[src/rtl/decoder_sched.sv]
// decoder_sched -- job sequencer for a convolutional encode/Viterbi decode
// datapath. One job is accepted from IDLE and walked through its stages. Each
// stage enable, the step counter and the status pulses come straight from
// flops. No input reaches an output combinationally.
//
// Ports
//   clk, rst          : clock, asynchronous active-low reset
//   i_start           : start request (sampled in IDLE only)
//   i_abort           : synchronous cancel; forces IDLE on the next edge
//   i_mode_sel        : 0 = encode, 1 = decode
//   i_code_rate       : code-rate select, latched at acceptance
//   i_constr_len      : constraint-length code, 2'b11 reserved (rejected)
//   o_busy            : job in progress (state != IDLE)
//   o_en_ce/s/bm/acs/td/t : datapath stage enables
//   o_step            : step counter value (0 outside RUN/TRACE/ENC)
//   o_code_rate, o_constr_len : latched configuration
//   o_done            : one-cycle completion pulse
//   o_err             : one-cycle rejection pulse
module decoder_sched #(
    parameter int FRAME_LEN = 8,
    parameter int TB_LEN    = 8
) (
    input  logic                           clk,
    input  logic                           rst,
    input  logic                           i_start,
    input  logic                           i_abort,
    input  logic                           i_mode_sel,
    input  logic                           i_code_rate,
    input  logic [1:0]                     i_constr_len,
    output logic                           o_busy,
    output logic                           o_en_ce,
    output logic                           o_en_s,
    output logic                           o_en_bm,
    output logic                           o_en_acs,
    output logic                           o_en_td,
    output logic                           o_en_t,
    output logic [$clog2(FRAME_LEN+2)-1:0] o_step,
    output logic                           o_code_rate,
    output logic [1:0]                     o_constr_len,
    output logic                           o_done,
    output logic                           o_err
);

    localparam int SW = $clog2(FRAME_LEN + 2);
    localparam int TW = $clog2(TB_LEN + 1);
    // The internal counter must also span the traceback length. o_step shows
    // its low SW bits, which cover the whole traceback whenever
    // TB_LEN <= FRAME_LEN+2.
    localparam int CW = (SW > TW) ? SW : TW;

    localparam logic [CW-1:0] RUN_LAST = CW'(FRAME_LEN + 1);
    localparam logic [CW-1:0] ENC_LAST = CW'(FRAME_LEN - 1);
    localparam logic [CW-1:0] TB_LAST  = CW'(TB_LEN - 1);
    localparam logic [CW-1:0] FL_C     = CW'(FRAME_LEN);

    typedef enum logic [2:0] {
        IDLE, LOAD, SLICE, RUN, TRACE, ENC, DONE
    } state_t;

    state_t          state_q, state_d;
    logic [CW-1:0]   cnt_q, cnt_d;
    logic            mode_q, mode_d;
    logic            cr_q, cr_d;
    logic [1:0]      cl_q, cl_d;

    logic            busy_q, busy_d;
    logic            en_ce_q, en_ce_d;
    logic            en_s_q, en_s_d;
    logic            en_bm_q, en_bm_d;
    logic            en_acs_q, en_acs_d;
    logic            en_td_q, en_td_d;
    logic            en_t_q, en_t_d;
    logic [SW-1:0]   step_q, step_d;
    logic            done_q, done_d;
    logic            err_q, err_d;

    // Next state, then every output is computed from that next state. The
    // output flops therefore line up with the state register.
    always_comb begin
        state_d = state_q;
        cnt_d   = '0;
        mode_d  = mode_q;
        cr_d    = cr_q;
        cl_d    = cl_q;
        err_d   = 1'b0;

        unique case (state_q)
            IDLE: begin
                if (i_start && !i_abort) begin
                    if (i_constr_len != 2'b11) begin
                        state_d = LOAD;
                        mode_d  = i_mode_sel;
                        cr_d    = i_code_rate;
                        cl_d    = i_constr_len;
                    end else begin
                        err_d = 1'b1;
                    end
                end
            end
            LOAD:  state_d = mode_q ? SLICE : ENC;
            SLICE: state_d = RUN;
            RUN: begin
                if (cnt_q == RUN_LAST) state_d = TRACE;
                else                   cnt_d   = cnt_q + 1'b1;
            end
            TRACE: begin
                if (cnt_q == TB_LAST) state_d = DONE;
                else                  cnt_d   = cnt_q + 1'b1;
            end
            ENC: begin
                if (cnt_q == ENC_LAST) state_d = DONE;
                else                   cnt_d   = cnt_q + 1'b1;
            end
            DONE:    state_d = IDLE;
            default: state_d = IDLE;
        endcase

        if (state_q != IDLE && i_abort) begin
            state_d = IDLE;
            cnt_d   = '0;
        end

        busy_d   = (state_d != IDLE);
        en_ce_d  = (state_d == LOAD) || (state_d == ENC);
        en_s_d   = (state_d == SLICE);
        // The bm, acs and td stages each trail the previous one by one cycle.
        en_bm_d  = (state_d == RUN) && (cnt_d < FL_C);
        en_acs_d = (state_d == RUN) && (cnt_d >= CW'(1)) && (cnt_d <= FL_C);
        en_td_d  = (state_d == RUN) && (cnt_d >= CW'(2));
        en_t_d   = (state_d == TRACE);
        step_d   = cnt_d[SW-1:0];
        done_d   = (state_d == DONE);
    end

    always_ff @(posedge clk or negedge rst) begin
        if (!rst) begin
            state_q  <= IDLE;
            cnt_q    <= '0;
            mode_q   <= 1'b0;
            cr_q     <= 1'b0;
            cl_q     <= 2'b00;
            busy_q   <= 1'b0;
            en_ce_q  <= 1'b0;
            en_s_q   <= 1'b0;
            en_bm_q  <= 1'b0;
            en_acs_q <= 1'b0;
            en_td_q  <= 1'b0;
            en_t_q   <= 1'b0;
            step_q   <= '0;
            done_q   <= 1'b0;
            err_q    <= 1'b0;
        end else begin
            state_q  <= state_d;
            cnt_q    <= cnt_d;
            mode_q   <= mode_d;
            cr_q     <= cr_d;
            cl_q     <= cl_d;
            busy_q   <= busy_d;
            en_ce_q  <= en_ce_d;
            en_s_q   <= en_s_d;
            en_bm_q  <= en_bm_d;
            en_acs_q <= en_acs_d;
            en_td_q  <= en_td_d;
            en_t_q   <= en_t_d;
            step_q   <= step_d;
            done_q   <= done_d;
            err_q    <= err_d;
        end
    end

    assign o_busy       = busy_q;
    assign o_en_ce      = en_ce_q;
    assign o_en_s       = en_s_q;
    assign o_en_bm      = en_bm_q;
    assign o_en_acs     = en_acs_q;
    assign o_en_td      = en_td_q;
    assign o_en_t       = en_t_q;
    assign o_step       = step_q;
    assign o_code_rate  = cr_q;
    assign o_constr_len = cl_q;
    assign o_done       = done_q;
    assign o_err        = err_q;

endmodule
[config.mk]
export PLATFORM = sky130hd
export DESIGN_NAME = decoder_sched
export DESIGN_NICKNAME = d
export VERILOG_FILES = /design/src/rtl/decoder_sched.sv
export SDC_FILE = /design/constraint.sdc
export NUM_CORES = 1
export LEC_CHECK = 0
export CAP_MARGIN = 10
export CORE_MARGIN = 2
export CORE_UTILIZATION = 41
export CTS_BUF_LIST = sky130_fd_sc_hd__clkbuf_4 sky130_fd_sc_hd__clkbuf_8 sky130_fd_sc_hd__clkbuf_16
export CTS_CLUSTER_SIZE = 30
export DETAILED_ROUTE_END_ITERATION = 8
export PLACE_DENSITY_LB_ADDON = 0.2
export SLEW_MARGIN = 25
export SYNTH_ARGS = -nofsm -noshare
export SYNTH_HDL_FRONTEND = slang
export SYNTH_SLANG_ARGS = --single-unit
[constraint.sdc]
create_clock -name clk -period 1.8 [get_ports clk]
set_clock_uncertainty 0.05 [all_clocks]
set_input_delay 0.18 -clock clk [delete_from_list [all_inputs] [get_ports clk]]
set_output_delay 0.18 -clock clk [all_outputs]
set_load 0.1 [all_outputs]
==> Word level (Yosys, flattened, before mapping) <==
Cells that the tools add are included.
{ "classes": {"addsub": 1, "mul": 0, "div_mod_pow": 0, "n_lt_le_gt_ge": 4, "n_eq_ne": 14, "n_shift": 0, "mux": 14, "bitwise_logic": 0, "reduce_logical": 13} }
{ "op_table": {"columns": ["op", "n"], "rows": [
  ["two-way mux 3 bit", 6],
  ["equality test 3 bit (second input constant)", 5],
  ["one-hot mux 3 bit (5 select lines)", 1],
  ["equality test 3 x 2 -> 1 bit (second input constant)", 4],
  ["two-way mux 4 bit", 3],
  ["one-hot mux 4 bit (2 select lines)", 1],
  ["equality test 3 x 1 -> 1 bit (second input constant)", 2],
  ["logical AND 1 bit", 6],
  ["nonzero test 3 bit", 2],
  ["adder 4 x 1 -> 4 bit (second input constant)", 1],
  ["equality test 4 x 3 -> 1 bit (second input constant)", 1],
  ["equality test 4 bit (second input constant)", 1],
  [">= comparator 4 x 1 -> 1 bit (second input constant)", 1],
  [">= comparator 4 x 2 -> 1 bit (second input constant)", 1],
  ["less-or-equal comparator 4 bit (second input constant)", 1],
  ["less-than comparator 4 bit (second input constant)", 1],
  ["zero test 3 bit", 1],
  ["two-way mux 1 bit", 3],
  ["AND reduction 3 bit", 1],
  ["!= test 2 bit (second input constant)", 1],
  ["OR reduction 2 bit", 1],
  ["zero test 1 bit", 1],
  ["logical OR 1 bit", 1]
]} }
{ "totals": {"ff_bits": 20, "latchBits": 0, "ram_bits": 0, "romBits": 0, "input_bits": 8, "output_inout_bits": 16, "word_cells": 60, "n_memories": 0} }

==> Logic depth before layout (Yosys ltp) <==
{ "logic_depth": {"word_depth": 8, "depth_mapped": 6, "ltp_nobuf": 6} }

==> Least setup slack after synthesis <==
Ideal clock, no wire load.
{ "synth_path": {"kind": "register to register", "start": "register, netlist name o_step[0]", "end": "register en_t_q (netlist: o_en_t)", "setup_ns": 0.081, "arrival_time_ns": 2.128, "required_time_ns": 1.669, "path_slack_ns": -0.459, "path_stages_with_launch": 6, "n_path_buf": 0, "synth_period_minus_slack_ns": 2.259, "cell_sequence": "dfrtp_1 ha_1 nand3b_1 a31o_1 o31ai_4 nor3b_2"} }
{ "synth_rtl": {"columns": ["item", "line_no", "rtl"], "rows": [
  ["end signal, assigned", "164", "en_t_q <= en_t_d;"],
  ["end, declared", "72", "logic en_t_q, en_t_d;"]
]} }

==> run_results.csv <==
group,metric,value,unit
floorplanning,start_util,0.4375,
placement,port_buffers,23,
clock_tree,clk_latency,0.30,ns
clock_tree,cts_sinks,20,
power,powerDensity,1750,nW/µm²
placement,gp_congestion,0.7842,
clock_tree,ctsHoldBuffers,0,
logic_synthesis,syn_nets,96,
sta,slew-limit-headroom,0.7699,
logic_synthesis,synth.top_cells.by_area,"dfrtp_1 51%, nor2_1 4.2%, ha_1 2.6%",
logic_synthesis,synthDistinctLibCells,38,
logic_synthesis,yosysWarnings,0,
setup_path,crit_end,"o_en_s$_DFF_PN0_",
logic_synthesis,async_flop_share,1.000,
setup_path,start_kind,"register",
setup_path,setup.worst_path.class,"register to register",
placement,dp_hpwl,1379,µm
logic_synthesis,synthFlopType,"dfrtp_1",
clock_tree,htree_levels,1,
logic_synthesis,synth_cells,86,
logic_synthesis,synth_edf_count,0,
outcome,status,"finished, final reports clean",
routing,first_pass_iters,4,
floorplanning,rows,17,
clock_tree,cts-root-buf,"clkbuf_4",
sta,finalSetupViolCount,0,
sta,finalHoldViolCount,0,
setup_path,critPathMaxStageDelay,0.51,ns
worst_hold_path,hold_path_class,"input port to async pin",
setup_path,r2r_end,"o_en_s$_DFF_PN0_",
setup_path,r2r_start,"o_step[1]$_DFF_PN0_",
setup_path,worst_ep_arrival_time,1.89,ns
grt,overflow,0,
clock_tree,cts_tree,"done",
setup_path,cp-startpoint,"o_step[1]$_DFF_PN0_",
routing,drtIter0Drc,5,
final_layout,nets,127,
power,finalPower,0.002299,W
placement,dp_cells,137,
placement,post-place-ws,0.04070,ns
setup_path,critical_path_required,1.95,ns
sta,postLayoutSetupSlackWorst,0.06500,ns
logic_synthesis,netlist_area,977.2,µm²
grt,grt_max_degree,21,
routing,vias,746,
final_layout,antenna_cells,0,
logic_synthesis,netlist.area_leader.share,0.5122,
clock_tree,ctsLongestPathBuffers,2,
power,internal_power,0.001098,W
logic_synthesis,syn_avg_cell_area,11.36,µm²
grt,grt_usage,0.1630,
clock_tree,cts.reportedPaths.clkPinSlew,0.11,ns
routing,ant_nets,0,
setup_path,r2r.worst_path.cells,6,
routing,routed_via_density,5.181,
power,p_leak,0.5980,nW
grt,antenna_found_initial,0,
setup_path,path_max_fanout,5,
setup_path,cp_cell_sequence,"inv_2 -> ha_1 -> nand3b_1 -> o21ba_4 -> o21a_4 -> and4b_1",
grt,grt_pass1_vias,706,
setup_path,ff2ff_setup_slack,0.06,ns
sta,fmax,576.4,MHz
floorplanning,die_area,2790,µm²
job,drv_cap,0,
logic_synthesis,yosys.area.top_type,"dfrtp_1",
power,p_clk_frac,0.110,
power,p_seq_frac,0.303,
sta,worst_slew_pin_slew,0.3440,ns
sta,fin_tns_setup,0,ns
floorplanning,die_y,52.82,µm
sta,rsz0062_at_grt,"false",
power,p_sw_frac,0.5226,
power,p_comb_frac,0.587,
setup_path,slowest_stage,"dfrtp_4",
logic_synthesis,ys_ff_latch,20,
routing,remaining_drc_errors,0,
floorplanning,num_io_pins,24,
clock_tree,numCtsBuffers,3,
routing,wl_per_cell,12.81,µm
floorplanning,core-area,2233,µm²
setup_path,crit_path_end_kind,"register",
setup_path,cpLargestDelayFamily,"compound AO/OA/AOI/OAI gates",
logic_synthesis,ys_seq_area_frac,0.5122,
final_layout,drive_above_1_share,0.3707,
power,ir_worst_vdd,1.311,mV
setup_path,path_buf_inv,1,
sta,period_needed,1.735,ns
power,switchingPower,0.001202,W
grt,grt_first_pass_wirelength,3153,µm
sta,maxSlewViolCount,0,
final_layout,area_delta_synth_final,34.44,%
final_layout,fin_cells,144,
routing,routed_wl,1845,µm
setup_path,path_depth,6,
floorplanning,fp.dieW,52.82,µm
sta,timing.final.crit_share,0.9639,
## Yosys cell counts, types with 3 or more instances
cell      count
dfrtp_1      20
nand2b_1      3
inv_1         5
nand3b_1      3
nor2_1       11
nand2_1       4
## final cells by class
class                           instances  area (µm²)
Tap cell                               28       35.03
Inverter                                6       22.52
Clock buffer                            4       36.28
Multi-Input combinational cell         57       436.7
Sequential cell                        20       510.5
Fill cell                             199       919.6
Timing Repair Buffer                   29       272.8
## cells in the final DEF, fill, tap and decap left out, drive strengths merged, types with 2 or more instances in the layout
| cell | n |
|---|---|
| buf | 22 |
| dfrtp | 20 |
| nor2 | 11 |
| clkdlybuf4s50 | 7 |
| inv | 6 |
| nand2 | 4 |
| clkbuf | 4 |
| nand3b | 3 |
| nand2b | 3 |
| o21ai | 3 |
| xor2 | 2 |
| a21oi | 2 |
| nor2b | 2 |
| a311oi | 2 |
| mux2 | 2 |
| o22a | 2 |
| ha | 2 |
| nor3 | 2 |
| o21a | 2 |
## power by group through the flow
| stage | Sequential [W] | Clock, W | Combinational, W |
|---|---|---|---|
| floorplan | 0.00133 | 0 | 0.000425 |
| finish | 0.000697 | 0.000253 | 0.00135 |
| CTS | 0.000700 | 0.000263 | 0.00132 |
| global placement | 0.000703 | 0 | 0.00131 |
| global route | 0.000715 | 0.000285 | 0.00142 |
| detailed placement | 0.000707 | 0 | 0.00132 |
## worst min path at each step
stage	startpoint	end	slack (ns)	cells after the start
finish	rst	o_constr_len[0]$_DFFE_PN0P_	0.15	2
global route	rst	o_constr_len[0]$_DFFE_PN0P_	0.18	2
CTS	rst	o_constr_len[0]$_DFFE_PN0P_	0.16	2
detailed placement	o_constr_len[0]$_DFFE_PN0P_	o_constr_len[0]$_DFFE_PN0P_	0.44	1
global placement	o_constr_len[1]$_DFFE_PN0P_	o_constr_len[1]$_DFFE_PN0P_	0.42	1
floorplan	rst	mode_q$_DFFE_PN0P_	-0.17	0
## stage by stage
step                      hold slack [ns]  utilization  cell area [µm²]
after detailed placement           0.4377       0.5591             1249
final                              0.1468       0.5882             1314
after CTS                          0.1580       0.5754             1285
after floorplan                   -0.1656            -            987.2
after global routing               0.1759       0.5882             1314
after global placement             0.4211       0.5591             1249
## routing by layer
layer	up-vias	wire length, µm	global-route usage
met5	-	0	0
met4	0	37	0.07692
met3	4	107	0.06000
met2	25	863	0.2396
met1	351	836	0.2109
li1	366	-	-
## worst register-to-register path: stages, from the launching register on
cell and delay [ns]:
dfrtp_4 0.51, inv_2 0.06, ha_1 0.14, nand3b_1 0.16, o21ba_4 0.29, o21a_4 0.24, and4b_1 0.20
## flip-flops by register name, indices dropped and copies added, names as in the netlist
signal and cells:
o_done 1, mode_q 1, o_busy 1, o_en_acs 1, o_code_rate 1, o_en_s 1
o_en_bm 1, o_en_t 1, o_err 1, state_q 3, o_step 4, o_en_td 1
o_en_ce 1, o_constr_len 2
## logic make-up after synthesis
kind of cell,count (synthesis),share of synthesized area
muxes,2,0.02305
DFF,20,0.5122
adders and majority gates,2,0.02560
buffers and inverters,9,0.04737
xor gates and xnor gates,2,0.01793
and+or+nand+nor,33,0.2036
AOI/OAI and AO/OA,18,0.1703
## timing repair
item	4_1_cts	5_1_grt
setup buffers	0	3
resized for setup	0	2
endpoints found under the setup margin	0	2
(Power assumes the default switching activity.)
